[src/rtl/decoder_pkg.sv]
// Shared types and helpers for the 3-to-8 pulse decoder.
// Holds code/one-hot widths, FSM state type and the one-hot helper.
package decoder_pkg;

  localparam int CODE_W   = 3;
  localparam int ONEHOT_W = 8;

  typedef enum logic [1:0] {
    IDLE = 2'd0,
    HOLD = 2'd1,
    GAP  = 2'd2
  } dec_state_t;

  function automatic logic [ONEHOT_W-1:0] onehot_of(
    input logic [CODE_W-1:0] code
  );
    logic [ONEHOT_W-1:0] v;
    v       = '0;
    v[code] = 1'b1;
    return v;
  endfunction

endpackage

[src/rtl/dec_hold_timer.sv]
// Down-counter shared by the hold and gap phases of the decoder.
// Ports: clk, rst_n (async low), load, load_val -> zero (count is 0).
module dec_hold_timer #(
  parameter int CNT_W = 8
) (
  input  logic             clk,
  input  logic             rst_n,
  input  logic             load,
  input  logic [CNT_W-1:0] load_val,
  output logic             zero
);

  logic [CNT_W-1:0] cnt_q;
  logic [CNT_W-1:0] cnt_d;

  always_comb begin
    cnt_d = cnt_q;
    if (load) begin
      cnt_d = load_val;
    end else if (cnt_q != '0) begin
      cnt_d = cnt_q - CNT_W'(1);
    end
  end

  always_ff @(posedge clk or negedge rst_n) begin
    if (!rst_n) begin
      cnt_q <= '0;
    end else begin
      cnt_q <= cnt_d;
    end
  end

  assign zero = (cnt_q == '0);

endmodule

[src/rtl/decoder_3to8_pulse.sv]
// Sequential 3-to-8 one-hot decoder: each accepted code is held as a
// one-hot pulse for HOLD_CYCLES, then GAP_CYCLES of dead time.
// Ports: clk, rst_n (async low), in_code[3], in_valid -> in_ready,
//   out_onehot[8], out_valid, busy.
// Optional macro DEC_PARITY_CHK_EN adds in_parity / parity_err
//   (odd parity over {in_parity, in_code}; bad codes are dropped).
module decoder_3to8_pulse
  import decoder_pkg::*;
#(
  parameter int HOLD_CYCLES = 4,
  parameter int GAP_CYCLES  = 1,
  parameter int CNT_W       = 8
) (
  input  logic                clk,
  input  logic                rst_n,
  input  logic [CODE_W-1:0]   in_code,
  input  logic                in_valid,
`ifdef DEC_PARITY_CHK_EN
  input  logic                in_parity,
  output logic                parity_err,
`endif
  output logic                in_ready,
  output logic [ONEHOT_W-1:0] out_onehot,
  output logic                out_valid,
  output logic                busy
);

  localparam logic [CNT_W-1:0] HOLD_M1 = CNT_W'(HOLD_CYCLES - 1);
  localparam logic [CNT_W-1:0] GAP_M1  = CNT_W'(GAP_CYCLES - 1);
  localparam logic             HAS_GAP = (GAP_CYCLES > 0);

  dec_state_t          state_q;
  dec_state_t          state_d;
  logic [ONEHOT_W-1:0] onehot_q;
  logic [ONEHOT_W-1:0] onehot_d;

  logic             tmr_load;
  logic [CNT_W-1:0] tmr_val;
  logic             tmr_zero;

  logic accept;
  logic code_ok;

`ifdef DEC_PARITY_CHK_EN
  logic perr_q;
  logic perr_d;

  assign code_ok = ^{in_parity, in_code};
`else
  assign code_ok = 1'b1;
`endif

  assign in_ready = (state_q == IDLE);
  assign accept   = in_valid && in_ready;

  always_comb begin
    state_d  = state_q;
    onehot_d = onehot_q;
    tmr_load = 1'b0;
    tmr_val  = '0;
    unique case (state_q)
      IDLE: begin
        if (accept && code_ok) begin
          state_d  = HOLD;
          onehot_d = onehot_of(in_code);
          tmr_load = 1'b1;
          tmr_val  = HOLD_M1;
        end
      end
      HOLD: begin
        if (tmr_zero) begin
          onehot_d = '0;
          if (HAS_GAP) begin
            state_d  = GAP;
            tmr_load = 1'b1;
            tmr_val  = GAP_M1;
          end else begin
            state_d = IDLE;
          end
        end
      end
      GAP: begin
        if (tmr_zero) begin
          state_d = IDLE;
        end
      end
      default: begin
        state_d  = IDLE;
        onehot_d = '0;
      end
    endcase
  end

`ifdef DEC_PARITY_CHK_EN
  // A rejected code still completes the handshake; flag it for one cycle.
  assign perr_d     = accept && !code_ok;
  assign parity_err = perr_q;
`endif

  always_ff @(posedge clk or negedge rst_n) begin
    if (!rst_n) begin
      state_q  <= IDLE;
      onehot_q <= '0;
`ifdef DEC_PARITY_CHK_EN
      perr_q   <= 1'b0;
`endif
    end else begin
      state_q  <= state_d;
      onehot_q <= onehot_d;
`ifdef DEC_PARITY_CHK_EN
      perr_q   <= perr_d;
`endif
    end
  end

  dec_hold_timer #(
    .CNT_W(CNT_W)
  ) u_timer (
    .clk     (clk),
    .rst_n   (rst_n),
    .load    (tmr_load),
    .load_val(tmr_val),
    .zero    (tmr_zero)
  );

  assign out_onehot = onehot_q;
  assign out_valid  = |onehot_q;
  assign busy       = (state_q != IDLE);

endmodule

[config.mk]
export PLATFORM = sky130hd
export DESIGN_NAME = decoder_3to8_pulse
export DESIGN_NICKNAME = d
export VERILOG_FILES = /design/src/rtl/decoder_pkg.sv /design/src/rtl/dec_hold_timer.sv /design/src/rtl/decoder_3to8_pulse.sv
export SDC_FILE = /design/constraint.sdc
export NUM_CORES = 1
export LEC_CHECK = 0
export ABC_CLOCK_PERIOD_IN_PS = 2090
export BUFFER_PORTS_ARGS = -buffer_cell sky130_fd_sc_hd__buf_4
export CORE_ASPECT_RATIO = 0.6
export CORE_MARGIN = 4
export CORE_UTILIZATION = 49
export DETAILED_ROUTE_END_ITERATION = 10
export GPL_ROUTABILITY_DRIVEN = 0
export HOLD_SLACK_MARGIN = 0.15
export PLACE_DENSITY = 0.73
export SLEW_MARGIN = 20
export SYNTH_ARGS = -nofsm -noshare
export SYNTH_HDL_FRONTEND = slang
export SYNTH_SLANG_ARGS = --single-unit
[constraint.sdc]
create_clock -name clk -period 2.09 [get_ports clk]
set_clock_uncertainty 0.1 [all_clocks]
set_input_delay 0.1045 -clock clk [delete_from_list [all_inputs] [get_ports clk]]
set_output_delay 0.1045 -clock clk [all_outputs]
set_load 0.01 [all_outputs]
* After elaboration in Yosys (flattened, before gate mapping) *
Cells that the tools add are included.

operators by class
  add/subtract/negate cells = 1
  equality and inequality tests = 5
  bitwise logic cells = 1
  mux-type cells = 16
  magnitude comparators = 2
  reductions and logical operators = 10

operators with widths
  operator             number
  $mux 8               4
  $pmux 8 s3           1
  $mux 2               5
  $logic_not 8->1      1
  $reduce_bool 8->1    1
  $reduce_or 8->1      1
  $sub 8x1->8 const B  1
  $pmux 2 s3           1
  $reduce_and 3->1     2
  $lt 3x4->1 const B   1
  $ne 2x2->1 const B   2
  $reduce_bool 2->1    2
  $demux 1 s3          1
  $ge 3x1->1 const B   1
  $mux 1               3
  $eq 2x1->1 const B   1
  $eq 2x2->1 const B   1
  $logic_and 1x1->1    2
  $logic_not 2->1      1
  $ne 2x1->1 const B   1
  $pmux 1 s2           1
  $not 1->1            1

storage, ports and cells
  output and inout port bits = 11
  bits of input ports = 6
  register bits = 18
  logic and storage cells = 38

* Depth between registers and ports, before layout *
Gate-level depths: netlist of the first run.

  word-level depth = 6
  gate-level depth with buffers = 7
  depth with buffers taken out = 5

* Modules after synthesis *
Synthesis of the first run repeated with hierarchy kept, for this count alone.

second synthesis, totals
  cell total of the unflattened synthesis = 96
  area, all modules = 957.2 um2

modules (own cells, without submodules)
  module              instances  area an instance (um2)  cells an instance
  decoder_3to8_pulse  1          480.5                   42
  dec_hold_timer      1          476.7                   54

* Least setup slack after synthesis of the first run *
Ideal clock, no wire load.

  path kind = register to register
  from = register u_timer.cnt_q[0]
  to = register u_timer.cnt_q[3]
  setup slack = 107 ps
  data arrival time = 1757 ps
  cell stages (with the launch flop) = 7
  clock period less this slack = 1983 ps
  library setup time = 126 ps
  buffers on the path = 1
  cells stage by stage = dfrtp_1 inv_1 ha_1 or3b_2 clkbuf_1 o31ai_4 o2bb2a_1

on the way
  cells in the longest elaborated chain, start to end = 4
  elaborated cells between the ends (all ways) = 8

ends and longest elaborated chain
  item                                                 RTL line              source
  from (decl)                                          dec_hold_timer.sv:13  logic [CNT_W-1:0] cnt_q;
  from (signal assigned)                               dec_hold_timer.sv:29  cnt_q <= cnt_d;
  branches (longest 4 deep; another with $sub 8x1->8)  --

Several ways; the timed one is not identified. The select of a mux whose other input is x is not followed.
A chain may end at the register's enable or synchronous reset.

* Final worst setup path of the first run *
  from = register u_timer.cnt_q[0]
  to = register u_timer.cnt_q[0]

The elaborated chain is that of the path after synthesis.

==> out/results.tsv, run 1 <==
stage	metric	value	unit
synth	warnings from Yosys	0	
placement	pre-CTS setup slack	47.65	ps
synth	Seq cells post-synth	18	
timing	Hold WS	493.6	ps
floorplanning	die area	3025	µm²
run_status	status	finished clean	
cts	CTS H-tree lvls	1	
setup_path	Crit path arrival time	2090	ps
power_and_ir_drop	Leakage	0.6314	nW
setup_path	Startpoint Class	register	
power_and_ir_drop	worst vdd ir	668.2	µV
cts	CTS buffer count	3	
grt	gr usage total	21.22	%
setup_path	Worst setup EP type	register	
final_layout	Fill cells	156	
synth	Avg Cell Area, Syn	9.165	µm²
cts	clk sinks	18	
floorplanning	row count	12	
grt	largest net degree at the start of global routing	19	
timing	Max Slew Vio Count	0	
synth	sequential fraction of the synthesis area	42.01	%
timing	setup violators final	0	
final_layout	most common cell after layout, fill and taps aside	buf_4	
grt	antenna violations before repair	0	
route	drt total wl	2.893	mm
power_and_ir_drop	Cell Pwr Density	1220	nW/µm²
power_and_ir_drop	Comb power frac	54.6	%
timing	ratio of final minimum period to clock period	93.74	%
power_and_ir_drop	clock share of power	13.2	%
timing	Max Clk Rate	510.4	MHz
timing	Worst slew margin	43.43	%
timing	fin crit period	1959	ps
final_layout	Area growth syn-to-layout	28.35	%
route	DRC errors left	0	
setup_path	crit-path max cell delay	420	ps
setup_path	CP Cell Sequence	inv_1, ha_2, or3b_4, buf_4, o31a_1, o221ai_1	
route	Vias	1068	
final_layout	most frequent cells in the layout	buf_4 (28), nand3_1 (18), dfrtp_1 (18)	
grt	first-pass GRT wire length	4.754	mm
setup_path	largest fanout on the critical path	7	
synth	Netlist cell types	33	
synth	syn nets	125	
synth	Post-Syn Area	1072	µm²
timing	Slew @ Worst Pin	836.7	ps
floorplanning	IO Pins	17	
timing	unrepaired setup endpoints after global routing	false	
timing	Hold Fails Final Rpt	0	
cts	root buf cell	clkbuf_4	
floorplanning	core box area	1952	µm²
min_path	Tightest Hold Check Type	reg -> reg	
placement	PortBufs	16	
synth	Mapped Cells	117	
placement	hpwl dp	2.133	mm
timing	PnR worst setup slack	130.9	ps
final_layout	Layout Utilization	70.51	%
route	per-cell routed wire length	16.63	µm
setup_path	worst path required time	2220	ps
final_layout	diode count	0	
job	max-cap violations	0	
power_and_ir_drop	internal power component	0.9668	mW
final_layout	fin nets	155	
cts	Bufs on Longest Clock Path	2	
floorplanning	die width	68.39	µm
route	TritonRoute pass-1 iters	4	
cts	Clk pin slew, worst setup/hold paths	110	ps
floorplanning	Die Ht	44.24	µm
floorplanning	Initial Utilization	54.94	%
setup_path	CP Class	reg -> reg	
route	Post-DRT Antenna Nets	0	
power_and_ir_drop	Reg power frac	32.2	%
power_and_ir_drop	Overall Power	1.679	mW
final_layout	share of layout cells above drive strength 1	25.34	%
grt	grt ovf	0	
timing	Setup Total Neg Slack	0	ps
setup_path	critical path's slowest cell	or3b_4	
cts	TritonCTS clock tree	built	
cts	Worst-Skew Late Latency	310	ps
power_and_ir_drop	fraction of power spent switching nets	42.43	%
route	routed vias/inst	6.138	
route	Initial DRC Count	122	
grt	vias in the first global route	1027	
power_and_ir_drop	sw power	0.7125	mW
power by group through the flow:
stage	sequential, mW	combinational [mW]	clock, mW
after detailed placement	0.545	0.861	0
after global routing	0.552	1.00	0.248
after CTS	0.537	0.874	0.224
after floorplan	0.574	0.601	0
final	0.540	0.917	0.222
after global placement	0.536	0.844	0
critical path, delay by kind of cell (launching register included):
family,cells,cell delay [ps]
buffers and inverters,2,320
adders and majority gates,1,230
and+or+nand+nor,1,420
DFF,1,400
AOI/OAI and AO/OA,2,400
area by class of cell:
cell class | count | area [µm²] | share of cell area, %
inverters | 6 | 22.52 | 1.636
well taps | 28 | 35.03 | 2.545
clock buffers | 4 | 36.28 | 2.636
flip-flops and latches | 18 | 450.4 | 32.73
repair buffers | 34 | 270.3 | 19.64
multi-input cells | 84 | 561.8 | 40.82
metrics by stage:
step	cell area (µm²)	instances
5_1_grt	1376	174
6_report	1376	174
3_5_place_dp	1261	163
3_3_place_gp	1261	163
2_1_floorplan	1072	117
4_1_cts	1358	173
kinds of logic (layout without fill, tap and decap cells):
logic type                 Yosys count  in the layout  synth area share [%]
AOI/OAI and AO/OA                   30             30                 21.59
adders and majority gates            2              2                 2.333
and+or+nand+nor                     52             52                 27.42
buffers and inverters               15             44                 6.650
DFF                                 18             18                 42.01
Yosys cell counts:
master	number	area [µm²]
a211o_1	2	17.52
a211oi_1	1	7.510
a21oi_1	3	15.01
a22o_1	1	8.760
a22oi_1	5	37.54
buf_1	1	3.750
buf_6	2	22.52
clkbuf_1	6	22.52
clkinv_1	1	3.750
dfrtp_1	18	450.4
ha_1	2	25.02
inv_1	5	18.77
nand2_1	8	30.03
nand2b_1	2	12.51
nand3_1	18	90.09
nand4_1	2	12.51
nor2_1	4	15.01
nor2b_1	4	25.02
nor3b_1	1	7.510
nor4_1	4	25.02
nor4b_1	2	17.52
nor4bb_1	1	10.01
o211ai_1	8	60.06
o21ai_0	4	20.02
o221ai_1	1	8.760
o2bb2a_1	1	10.01
o31a_1	2	17.52
o31ai_1	1	7.510
o31ai_4	1	21.27
or3_1	1	6.260
or3b_2	1	8.760
or4_1	3	22.52
or4_4	1	11.26
repair_timing:
action                                 4_1_cts  5_1_grt
endpoints found under the hold margin       33        0
setup buffers                                0        1
resized for setup                            0        3
setup endpoints to repair                    0        3
hold buffers                                 6        0
registers in the layout (all words and copies together), names as in the netlist:
signal         count
out_onehot         8
state_q            2
u_timer.cnt_q      8
metal layers:
layer / global-route usage, % / part of all wire, % / vias up
met5: 0 / 0 / -
met2: 29.79 / 43 / 57
met1: 30.73 / 45 / 504
met3: 7.614 / 10 / 4
li1: - / - / 503
met4: 5.138 / 0.97 / 0
path summary, 6_finish.rpt:
path	to	startpoint	slack, ps	cells past startpoint
max in group asynchronous	out_onehot[0]	rst_n	530	3
worst max register to register	u_timer.cnt_q[0]	u_timer.cnt_q[0]	130	6
worst min register to register	out_onehot[3]	out_onehot[3]	490	2
worst min-delay path	out_onehot[3]	out_onehot[3]	490	2
worst max-delay path	u_timer.cnt_q[0]	u_timer.cnt_q[0]	130	6
min in group asynchronous	state_q[0]	rst_n	850	3
No activity file was read; power rests on OpenSTA's default activity.
==> run 2, diff against run 1 <==
- GPL_TIMING_DRIVEN: default -> 0
- TNS_END_PERCENT: default -> 5
==> run 2 against run 1 <==
Against the previous run:
- core utilization decreased by 1.3 points
- via count down 3.7%
- count of clock-buffer cells in the layout stayed put
- hold slack better by 3.1 ps
- non-clock buffer count is 1 lower
- sequential power increased by 6.7%
- register-to-register slack got worse by 70 ps
- worst setup slack worse by 67 ps
- sequential share of layout area rose by 0.64 points
- clock power shrank 2%
- critical endpoint is now u_timer.cnt_q[3]
==> out/results.tsv, run 2 (synthesis results as in run 1) <==
stage	metric	value	unit
grt	largest net degree at the start of global routing	19	
floorplanning	Initial Utilization	54.94	%
floorplanning	Die Ht	44.24	µm
final_layout	most frequent cells in the layout	buf_4 (19), nand3_1 (18), dfrtp_1 (18)	
cts	Clk pin slew, worst setup/hold paths	110	ps
timing	Max Clk Rate	493.4	MHz
min_path	Tightest Hold Check Type	reg -> reg	
setup_path	Crit path arrival time	2110	ps
timing	unrepaired setup endpoints after global routing	false	
setup_path	CP Class	reg -> reg	
timing	setup violators final	0	
floorplanning	row count	12	
grt	vias in the first global route	915	
power_and_ir_drop	Cell Pwr Density	1290	nW/µm²
timing	Hold Fails Final Rpt	0	
placement	hpwl dp	2.035	mm
timing	Max Slew Vio Count	0	
power_and_ir_drop	Leakage	0.6108	nW
floorplanning	core box area	1952	µm²
power_and_ir_drop	worst vdd ir	655.1	µV
timing	Worst slew margin	37.59	%
timing	ratio of final minimum period to clock period	96.97	%
final_layout	Area growth syn-to-layout	25.90	%
run_status	status	finished clean	
cts	CTS buffer count	3	
cts	Worst-Skew Late Latency	310	ps
route	DRC errors left	0	
placement	PortBufs	16	
floorplanning	IO Pins	17	
route	TritonRoute pass-1 iters	4	
cts	clk sinks	18	
floorplanning	die area	3025	µm²
setup_path	worst path required time	2170	ps
cts	root buf cell	clkbuf_4	
floorplanning	die width	68.39	µm
route	Vias	1029	
grt	gr usage total	20.12	%
route	per-cell routed wire length	15.75	µm
setup_path	Startpoint Class	register	
grt	grt ovf	0	
timing	Setup Total Neg Slack	0	ps
grt	first-pass GRT wire length	4.457	mm
cts	TritonCTS clock tree	built	
final_layout	most common cell after layout, fill and taps aside	buf_4	
timing	Slew @ Worst Pin	927.6	ps
route	drt total wl	2.725	mm
placement	pre-CTS setup slack	-118.4	ps
grt	antenna violations before repair	0	
final_layout	Fill cells	156	
cts	Bufs on Longest Clock Path	2	
setup_path	largest fanout on the critical path	5	
final_layout	fin nets	154	
route	routed vias/inst	5.948	
job	max-cap violations	0	
final_layout	share of layout cells above drive strength 1	20.69	%
route	Post-DRT Antenna Nets	0	
cts	CTS H-tree lvls	1	
timing	PnR worst setup slack	63.42	ps
final_layout	diode count	0	
timing	fin crit period	2027	ps
route	Initial DRC Count	111	
setup_path	Worst setup EP type	register	
## run 2: changes by cell type in the layout (fill, tap and decap cells not counted), sizes merged
cell / change
buf: -6
clkbuf: +5
clkinv: -1
clkinvlp: +1
## run 2: final cells by class
| cell class | instances | area [µm²] | share of cell area, % |
|---|---|---|---|
| Buffer | 8 | 46.29 | 3.429 |
| Multi-Input combinational cell | 84 | 553.0 | 40.96 |
| Inverter | 6 | 26.28 | 1.946 |
| Clock buffer | 4 | 36.28 | 2.688 |
| Timing Repair Buffer | 25 | 202.7 | 15.01 |
| Tap cell | 28 | 35.03 | 2.595 |
| Sequential cell | 18 | 450.4 | 33.36 |
## run 2: timing repair
item	CTS	global route
endpoints found under the hold margin	29	0
setup endpoints to repair	14	1
hold buffers	6	0
setup buffers	3	0
pin swaps	1	0
resized for setup	2	1
## run 2: critical path, cell delays in order, from the launching register on
cell and delay (ps):
dfrtp_1 440, inv_1 130, ha_1 220, or3b_4 440, o31ai_4 320, o2bb2a_1 260
## run 2: power breakdown
part / switching [mW] / internal [mW]
clock network: 0.112 / 0.106
registers: 0.112 / 0.465
logic: 0.527 / 0.420
## run 2: layer usage
metal	vias to the layer above	wire (µm)	GRT usage, %
met5	-	0	0
met4	0	16	3.557
met3	4	257	6.345
met2	42	1145	28.65
met1	483	1305	29.97
li1	500	-	-
## run 2: per-stage QoR
step | hold WS (ps) | instances | area (µm²) | power (mW) | util [%]
after global placement | -114.0 | 161 | 1227 | 1.450 | 62.88
after global routing | 506.6 | 173 | 1350 | 1.877 | 69.17
final | 496.7 | 173 | 1350 | 1.741 | 69.17
after detailed placement | -115.8 | 161 | 1227 | 1.474 | 62.88
after CTS | 496.2 | 173 | 1346 | 1.739 | 68.97
after floorplan | -291.1 | 117 | 1072 | 1.175 | -
## run 2: worst paths after layout
check	cells after the start	endpoint	slack (ps)	from
setup / recovery	5	u_timer.cnt_q[3]	60	u_timer.cnt_q[1]
hold / removal	2	u_timer.cnt_q[5]	500	u_timer.cnt_q[5]
max in group asynchronous	3	out_onehot[3]	540	rst_n
min in group asynchronous	3	u_timer.cnt_q[7]	840	rst_n
setup reg to reg	5	u_timer.cnt_q[3]	60	u_timer.cnt_q[1]
hold reg to reg	2	u_timer.cnt_q[5]	500	u_timer.cnt_q[5]
